File: config.mk
export PLATFORM = sky130hd
export DESIGN_NAME = module_keypad_scanner
export DESIGN_NICKNAME = d
export VERILOG_FILES = /design/src/rtl/keypad_pkg.sv /design/src/rtl/module_sync2.sv /design/src/rtl/module_keypad_scanner.sv
export SDC_FILE = /design/constraint.sdc
export NUM_CORES = 1
export LEC_CHECK = 0
export ABC_AREA = 0
export CORE_MARGIN = 4
export CORE_UTILIZATION = 56
export DETAILED_ROUTE_END_ITERATION = 10
export GPL_TIMING_DRIVEN = 0
export HOLD_SLACK_MARGIN = 0.03
export PLACE_DENSITY = 0.78
export SKIP_LAST_GASP = 1
export SLEW_MARGIN = 15
export SYNTH_ARGS = -nofsm -noshare
export SYNTH_HDL_FRONTEND = slang
export SYNTH_HIERARCHICAL = 1
export SYNTH_SLANG_ARGS = --single-unit
File: constraint.sdc
create_clock -name clk -period 3.2 [get_ports clk]
set_input_delay 0.64 -clock clk [delete_from_list [all_inputs] [get_ports clk]]
set_output_delay 0.64 -clock clk [all_outputs]
set_load 0.005 [all_outputs]
File: src/rtl/keypad_pkg.sv
// Shared types, key codes and helpers for the 4x4 keypad scanner.
package keypad_pkg;

  typedef enum logic {SCAN, HOLD} scan_state_t;

  localparam logic [3:0] KEY_A    = 4'hA;
  localparam logic [3:0] KEY_B    = 4'hB;
  localparam logic [3:0] KEY_C    = 4'hC;
  localparam logic [3:0] KEY_D    = 4'hD;
  localparam logic [3:0] KEY_STAR = 4'hE;
  localparam logic [3:0] KEY_HASH = 4'hF;

  // Keypad layout: r0: 1 2 3 A | r1: 4 5 6 B | r2: 7 8 9 C | r3: * 0 # D
  function automatic logic [3:0] encode_key(input logic [1:0] row, input logic [1:0] col);
    logic [3:0] code;
    code = 4'h0;
    if (col == 2'd3) begin
      code = KEY_A + {2'b00, row};
    end else if (row == 2'd3) begin
      case (col)
        2'd0:    code = KEY_STAR;
        2'd1:    code = 4'h0;
        default: code = KEY_HASH;
      endcase
    end else begin
      // digits 1..9 laid out row-major, three per row
      code = ({2'b00, row} << 1) + {2'b00, row} + {2'b00, col} + 4'd1;
    end
    return code;
  endfunction

  // Index of the lowest-numbered column pulled low; column 0 wins on multi-press.
  function automatic logic [1:0] lowest_low_col(input logic [3:0] cols);
    logic [1:0] idx;
    idx = 2'd0;
    for (int i = 3; i >= 0; i--) begin
      if (!cols[i]) idx = 2'(i);
    end
    return idx;
  endfunction

endpackage

File: src/rtl/module_sync2.sv
// N-bit two-flop synchronizer with a configurable reset value.
module module_sync2 #(
  parameter int               WIDTH     = 4,
  parameter logic [WIDTH-1:0] RESET_VAL = '1
) (
  input  logic             clk,
  input  logic             n_reset,
  input  logic [WIDTH-1:0] d,
  output logic [WIDTH-1:0] q
);

  logic [WIDTH-1:0] meta_reg;
  logic [WIDTH-1:0] sync_reg;

  // Two back-to-back flops to settle asynchronous keypad inputs.
  always_ff @(posedge clk or negedge n_reset) begin
    if (!n_reset) begin
      meta_reg <= RESET_VAL;
      sync_reg <= RESET_VAL;
    end else begin
      meta_reg <= d;
      sync_reg <= meta_reg;
    end
  end

  assign q = sync_reg;

endmodule

File: src/rtl/module_keypad_scanner.sv
// 4x4 matrix keypad scanner: rotates an active-low row strobe, captures the
// first closed key and holds its code until the column has stayed open long enough.
module module_keypad_scanner
  import keypad_pkg::*;
#(
  parameter int SCAN_DIV    = 1000,
  parameter int RELEASE_CNT = 16
) (
  input  logic       clk,
  input  logic       n_reset,
  input  logic [3:0] col_in,
  output logic [3:0] row_out,
  output logic [3:0] key_code,
  output logic       key_valid,
  output logic       key_strobe
);

  localparam int DWELL_W = $clog2(SCAN_DIV);
  localparam int REL_W   = $clog2(RELEASE_CNT + 1);
  localparam logic [DWELL_W-1:0] DWELL_LAST = DWELL_W'(SCAN_DIV - 1);
  localparam logic [REL_W-1:0]   REL_LAST   = REL_W'(RELEASE_CNT - 1);

  logic [3:0] col_s;

  scan_state_t        state_reg,      state_next;
  logic [1:0]         row_idx_reg,    row_idx_next;
  logic [DWELL_W-1:0] dwell_cnt_reg,  dwell_cnt_next;
  logic [REL_W-1:0]   rel_cnt_reg,    rel_cnt_next;
  logic [1:0]         hold_col_reg,   hold_col_next;
  logic [3:0]         key_code_reg,   key_code_next;
  logic               key_valid_reg,  key_valid_next;
  logic               key_strobe_reg, key_strobe_next;

  module_sync2 #(
    .WIDTH     (4),
    .RESET_VAL (4'b1111)
  ) u_col_sync (
    .clk     (clk),
    .n_reset (n_reset),
    .d       (col_in),
    .q       (col_s)
  );

  // State and datapath registers.
  always_ff @(posedge clk or negedge n_reset) begin
    if (!n_reset) begin
      state_reg      <= SCAN;
      row_idx_reg    <= 2'd0;
      dwell_cnt_reg  <= '0;
      rel_cnt_reg    <= '0;
      hold_col_reg   <= 2'd0;
      key_code_reg   <= 4'h0;
      key_valid_reg  <= 1'b0;
      key_strobe_reg <= 1'b0;
    end else begin
      state_reg      <= state_next;
      row_idx_reg    <= row_idx_next;
      dwell_cnt_reg  <= dwell_cnt_next;
      rel_cnt_reg    <= rel_cnt_next;
      hold_col_reg   <= hold_col_next;
      key_code_reg   <= key_code_next;
      key_valid_reg  <= key_valid_next;
      key_strobe_reg <= key_strobe_next;
    end
  end

  // Scan/hold sequencing: sample columns at the end of each row dwell,
  // then wait for the captured column to read open for RELEASE_CNT cycles.
  always_comb begin
    state_next      = state_reg;
    row_idx_next    = row_idx_reg;
    dwell_cnt_next  = dwell_cnt_reg;
    rel_cnt_next    = rel_cnt_reg;
    hold_col_next   = hold_col_reg;
    key_code_next   = key_code_reg;
    key_valid_next  = key_valid_reg;
    key_strobe_next = 1'b0;
    case (state_reg)
      SCAN: begin
        if (dwell_cnt_reg == DWELL_LAST) begin
          dwell_cnt_next = '0;
          if (col_s == 4'b1111) begin
            row_idx_next = row_idx_reg + 2'd1;
          end else begin
            key_code_next   = encode_key(row_idx_reg, lowest_low_col(col_s));
            hold_col_next   = lowest_low_col(col_s);
            key_strobe_next = 1'b1;
            key_valid_next  = 1'b1;
            rel_cnt_next    = '0;
            state_next      = HOLD;
          end
        end else begin
          dwell_cnt_next = dwell_cnt_reg + DWELL_W'(1);
        end
      end
      HOLD: begin
        dwell_cnt_next = '0;
        if (col_s[hold_col_reg]) begin
          if (rel_cnt_reg == REL_LAST) begin
            // Open long enough: resume scanning on the following row, keep the code.
            rel_cnt_next   = '0;
            key_valid_next = 1'b0;
            row_idx_next   = row_idx_reg + 2'd1;
            state_next     = SCAN;
          end else begin
            rel_cnt_next = rel_cnt_reg + REL_W'(1);
          end
        end else begin
          // Contact bounced closed again: restart the release count.
          rel_cnt_next = '0;
        end
      end
      default: state_next = SCAN;
    endcase
  end

  assign row_out    = ~(4'b0001 << row_idx_reg);
  assign key_code   = key_code_reg;
  assign key_valid  = key_valid_reg;
  assign key_strobe = key_strobe_reg;

endmodule

Word level (Yosys, flattened, before mapping):

Cells that the tools add are included.

* bits in registers: 34
* bits in latches: 0
* RAM bits: 0
* ROM bits: 0
* input bits: 6
* output and inout port bits: 10
* memories kept: 0

* add/sub/neg operators: 7
* $mul: 0
* div/mod/pow operators: 0
* order comparisons: 1
* equal/unequal tests: 11
* shifts and indexed selects: 1
* muxes and demuxes: 35
* bitwise operators: 3
* reductions and logical operators: 5

Operators by type and width (number)
* $mux 2: 11
* $mux 5: 4
* $pmux 10 s2: 1
* $add 10x1->10 const B: 1
* $eq 10x10->1 const B: 1
* $mux 1: 10
* $mux 10: 1
* $pmux 5 s2: 1
* $mux 4: 2
* $pmux 4 s2: 1
* $reduce_and 4->1: 2
* $ne 2x2->1 const B: 3
* $add 5x1->5 const B: 1
* $eq 5x4->1 const B: 1
* $add 3x2->4: 1
* $add 4x1->4 const B: 1
* $add 4x2->4: 1
* $add 4x2->4 const A: 1
* $eq 2x2->1 const B: 2
* $eq 4x4->1 const B: 1
* $ne 2x1->1 const B: 2
* $not 4->4: 1
* $pmux 1 s2: 2
* $pmux 2 s2: 1
* other kinds (9): 10

Longest topological paths before layout:

* depth in word-level cells: 11
* gate-level depth with buffers: 10

Modules after synthesis:

The synthesis kept the hierarchy.

Modules (own cells, without submodules)
* module_keypad_scanner: times used 1, cells each 134, area each 1443.9 um2, seq. area each 650.6 um2
* module_sync2: times used 1, cells each 8, area each 210.2 um2, seq. area each 210.2 um2

Worst setup path before layout:

Ideal clock, no wire load.

* kind: reg2reg
* from: register u_col_sync.sync_reg[0] (netlist: u_col_sync/q[0])
* to: register key_code_reg[2] (netlist: key_code[2])
* library setup time: 125 ps
* data arrival time: 2303 ps
* required time: 3075 ps
* path slack: 772 ps
* stages on the path, launching flop included: 9
* path buffers: 0
* period minus slack after synthesis: 2428 ps
* cells stage by stage: dfstp_2 -> nand2_1 -> a21oi_1 -> fa_1 -> ha_1 -> fa_1 -> o21ai_0 -> o21ai_0 -> mux2_2

* longest elaborated chain between the ends: 8
* elaborated cells on any way between the ends: 15
* those cells by class: add/sub: 2; eq/ne: 3; mux: 7; bitwise: 1; reduce/logical: 2

Ends and longest elaborated chain
* start, declared: line module_sync2.sv:13 `logic [WIDTH-1:0] sync_reg;`
* start signal, assigned: line module_sync2.sv:22 `sync_reg <= meta_reg;`
* $mux 2: line keypad_pkg.sv:37 `if (!cols[i]) idx = 2'(i);`
* $mux 2: line module_keypad_scanner.sv:82 `if (col_s == 4'b1111) begin`
* $mux 2: line module_keypad_scanner.sv:80 `if (dwell_cnt_reg == DWELL_LAST) begin`
* $mux 2: line module_keypad_scanner.sv:78 `case (state_reg)`
* $add 4x2->4, or another cell as far along: line keypad_pkg.sv:27 `code = ({2'b00, row} << 1) + {2'b00, row} + {2'b00, col} + 4'd1;`
* $add 4x1->4 / $pmux 4 s2 (equally long branches): line keypad_pkg.sv:27, keypad_pkg.sv:20
* $mux 4: line keypad_pkg.sv:19 `end else if (row == 2'd3) begin`
* $mux 4: line keypad_pkg.sv:17 `if (col == 2'd3) begin`
* end signal, assigned: line module_keypad_scanner.sv:61 `key_code_reg <= key_code_next;`
* end, declared: line module_keypad_scanner.sv:30 `logic [3:0] key_code_reg, key_code_next;`

Several ways; a longest one is shown, not always the timed one. The select of a mux whose other input is x is not followed.
A chain may end at the register's enable or synchronous reset.

Final worst setup path:

Ends and elaborated chain as after synthesis.

==> run_results.csv <==
group,metric,value,unit
logic_synthesis,synthAdderAreaFrac,8.472,%
placement,place_congestion,0.8132,
floorplanning,ios,16,
clock_tree,numCtsBuffers,5,
sta,hold_ws,334.1,ps
finish,drive_gt1_share,18.79,%
logic_synthesis,yosysTopAreaCell,"dfrtp_1",
floorplanning,start_util,59.47,%
sta,finalHoldViolations,0,
worst_setup_path,start_kind,"register",
clock_tree,clock_path_buffers,2,
worst_setup_path,critical_path.endpoint_type,"register",
floorplanning,dieArea,3888,um^2
global_routing,met2_usage,24.09,%
global_routing,gr-usage-met3,6.126,%
logic_synthesis,synthArstFlopShare,100.0,%
worst_setup_path,r2r_end,"key_code[2]",
floorplanning,num_rows,19,
logic_synthesis,ys_seq_elements,34,
clock_tree,cts.sinks,34,
floorplanning,core,2781,um^2
worst_setup_path,critPathMaxFanout,7,
clock_tree,worstSkewPairLatency,340,ps
worst_setup_path,crit_chain,"nand2_1 > a21oi_1 > fa_1 > ha_1 > fa_1 > o21ai_0 > o21ai_0 > mux2_2",
logic_synthesis,synth-main-ff-cell,"dfrtp_1",
global_routing,grtUsageTotal,15.04,%
logic_synthesis,synth_nets,158,
logic_synthesis,ys_types,39,
clock_tree,cts_tree,"built",
worst_setup_path,setup.worst_path.start,"u_col_sync/q[0]",
logic_synthesis,synthSimpleGateAreaFrac,15.13,%
sta,period_needed,2604,ps
sta,setup_viol,0,
finish,fill_cells,203,
global_routing,grt_max_degree,35,
floorplanning,die-width,62.35,um
detailed_routing,antenna_left,0,
placement,io_buffers,15,
clock_tree,clk_pin_slew_worst_paths,100,ps
detailed_routing,wl_per_cell,13.58,um
worst_setup_path,cp-endpoint,"key_code[2]",
sta,max_slew_margin,52.38,%
placement,dp_slack,611.5,ps
worst_setup_path,slowest_stage,"dfstp_2",
sta,rsz0062_at_grt,"false",
job,drv_cap,0,
clock_tree,cts.hold.buffers_added,0,
sta,worst_slew_pin_slew,714.3,ps
clock_tree,cts-root-buf,"clkbuf_4",
finish,largest_reg_flops,10,
logic_synthesis,netlist_area,1654,um^2
run_status,status,"completed",
logic_synthesis,ys_warn_count,6,
clock_tree,post_cts_buffers,0,
finish,finalNetCount,180,
logic_synthesis,synth_edf_count,0,
sta,period_share,81.38,%
logic_synthesis,synth_sequential_area_ratio,52.04,%
detailed_routing,via_per_inst,5.439,
logic_synthesis,synth.top_cell.area_share,39.33,%
finish,layout-area-overhead-vs-synth,14.98,%
logic_synthesis,synth_cells,142,
global_routing,grt-ovfl-total,0,
global_routing,antenna_found_initial,0,
worst_setup_path,worstPathRequired,3440,ps
power,vdd_drop_max,0.3440,mV
global_routing,grt_busiest_layer,"met2",
logic_synthesis,synth.mux.area_fraction,7.564,%
sta,skew,8.647,ps
sta,finalMaxSlewViolations,0,
min_path,hp-class,"primary input to async pin",
placement,place_hpwl,1.880,mm
detailed_routing,drtIter0Drc,26,
logic_synthesis,syn_area_per_cell,11.65,um^2
worst_setup_path,slowest_delay,600,ps
logic_synthesis,synth_xor_area_share,5.295,%
clock_tree,post_cts_resized,0,
detailed_routing,drc,0,
sta,layout_setup_ws,595.8,ps
sta,fin_setup_tns,0,ps
worst_setup_path,r2r_slack,600,ps
logic_synthesis,netlist_top_cells_area,"dfrtp_1, dfstp_2, ha_1",
global_routing,grt_pass1_wl,4.650,mm
floorplanning,die_h,62.35,um
clock_tree,h-tree-depth,2,
global_routing,met1_usage,18.48,%
global_routing,grt_pass1_vias,1064,
power,p_leak,0.8745,nW
sta,fmax,384.0,MHz
detailed_routing,vias,1066,
worst_setup_path,crit_type,"register to register",
worst_setup_path,worst_r2r_path_depth,8,
finish,final_util,68.38,%
power,power_density,380.3,nW/um^2
logic_synthesis,synth_compound_area_share,8.094,%
finish,diodes,0,
worst_setup_path,timing.rr.start,"u_col_sync/q[0]",
worst_setup_path,crit_arrival,2840,ps
detailed_routing,drt-total-wl,2.661,mm
detailed_routing,drt_pass1_iterations,4,
logic_synthesis,synth_top_family_by_area,"simple AND/OR/NAND/NOR gates",
-- power by group --
part | total, mW | internal, mW | switching, mW
clock | 0.254 | 0.106 | 0.148
combinational | 0.0257 | 0.0107 | 0.0150
sequential | 0.444 | 0.439 | 0.00484
-- layer usage --
metal  wire length, um  share of wire, %
met5                 0                 0
met4                42               1.6
met3               139               5.2
met2              1246                47
met1              1233                46
-- how the worst min path moves through the flow --
stage,startpoint,endpoint,cells after the start
after floorplan,n_reset,dwell_cnt_reg[0],0
final,n_reset,key_code[1],1
after global routing,u_col_sync/meta_reg[0],u_col_sync/q[0],0
after global placement,u_col_sync/meta_reg[1],u_col_sync/q[1],0
after CTS,n_reset,rel_cnt_reg[4],1
after detailed placement,u_col_sync/meta_reg[0],u_col_sync/q[0],0
-- cell families (layout without fill, tap and decap cells) --
logic type / Yosys count / after routing
compound gates: 19 / 19
buf+inv: 13 / 36
flops: 34 / 34
xor+xnor: 10 / 10
mux: 10 / 10
fa+ha+maj: 10 / 10
simple gates: 46 / 46
-- synthesized netlist by cell type (2+ instances only) --
master	instances
xor2_1	3
xnor2_1	7
and3_1	3
and4_1	2
dfrtp_1	26
a22o_1	2
buf_4	2
and4b_1	2
o21a_1	2
a31oi_1	2
mux2i_1	2
nand2_1	9
mux2_2	6
dfstp_2	8
ha_1	8
inv_1	10
o21ai_0	7
nor2_1	13
nand3_1	7
fa_1	2
-- through the flow --
step / total power, mW / instance area [um^2] / instances
2_1_floorplan: 0.4608 / 1654 / 142
3_3_place_gp: 0.4775 / 1843 / 188
3_5_place_dp: 0.4784 / 1838 / 188
4_1_cts: 0.7339 / 1902 / 196
5_1_grt: 0.7584 / 1902 / 196
6_report: 0.7233 / 1902 / 196
-- cell type report --
| cell class | count | area [um^2] | area share, % |
|---|---|---|---|
| Buffer | 3 | 18.77 | 0.9868 |
| Clock buffer | 6 | 51.30 | 2.697 |
| Clock inverter | 2 | 12.51 | 0.6579 |
| Inverter | 10 | 37.54 | 1.974 |
| Multi-Input combinational cell | 95 | 737.0 | 38.75 |
| Sequential cell | 34 | 860.8 | 45.26 |
| Tap cell | 31 | 38.79 | 2.039 |
| Timing Repair Buffer | 15 | 145.1 | 7.632 |
-- layout by cell type (no fill, tap or decap), types with 3 or more instances in the layout --
master,count
nand3_1,7
inv_1,10
o21ai_0,7
nor2_1,13
dfstp_2,8
nand2_1,9
xor2_1,3
dfrtp_1,26
clkbuf_4,5
clkdlybuf4s50_1,14
xnor2_1,7
mux2_2,6
and3_1,3
ha_1,8
-- worst max-delay path, delay by kind of cell, from the launching register on --
| family | cells | cell delay [ps] |
|---|---|---|
| compound gates | 3 | 450 |
| fa+ha+maj | 3 | 1090 |
| flops | 1 | 600 |
| mux | 1 | 260 |
| simple gates | 1 | 90 |
No activity file was read; power rests on OpenSTA's default activity.
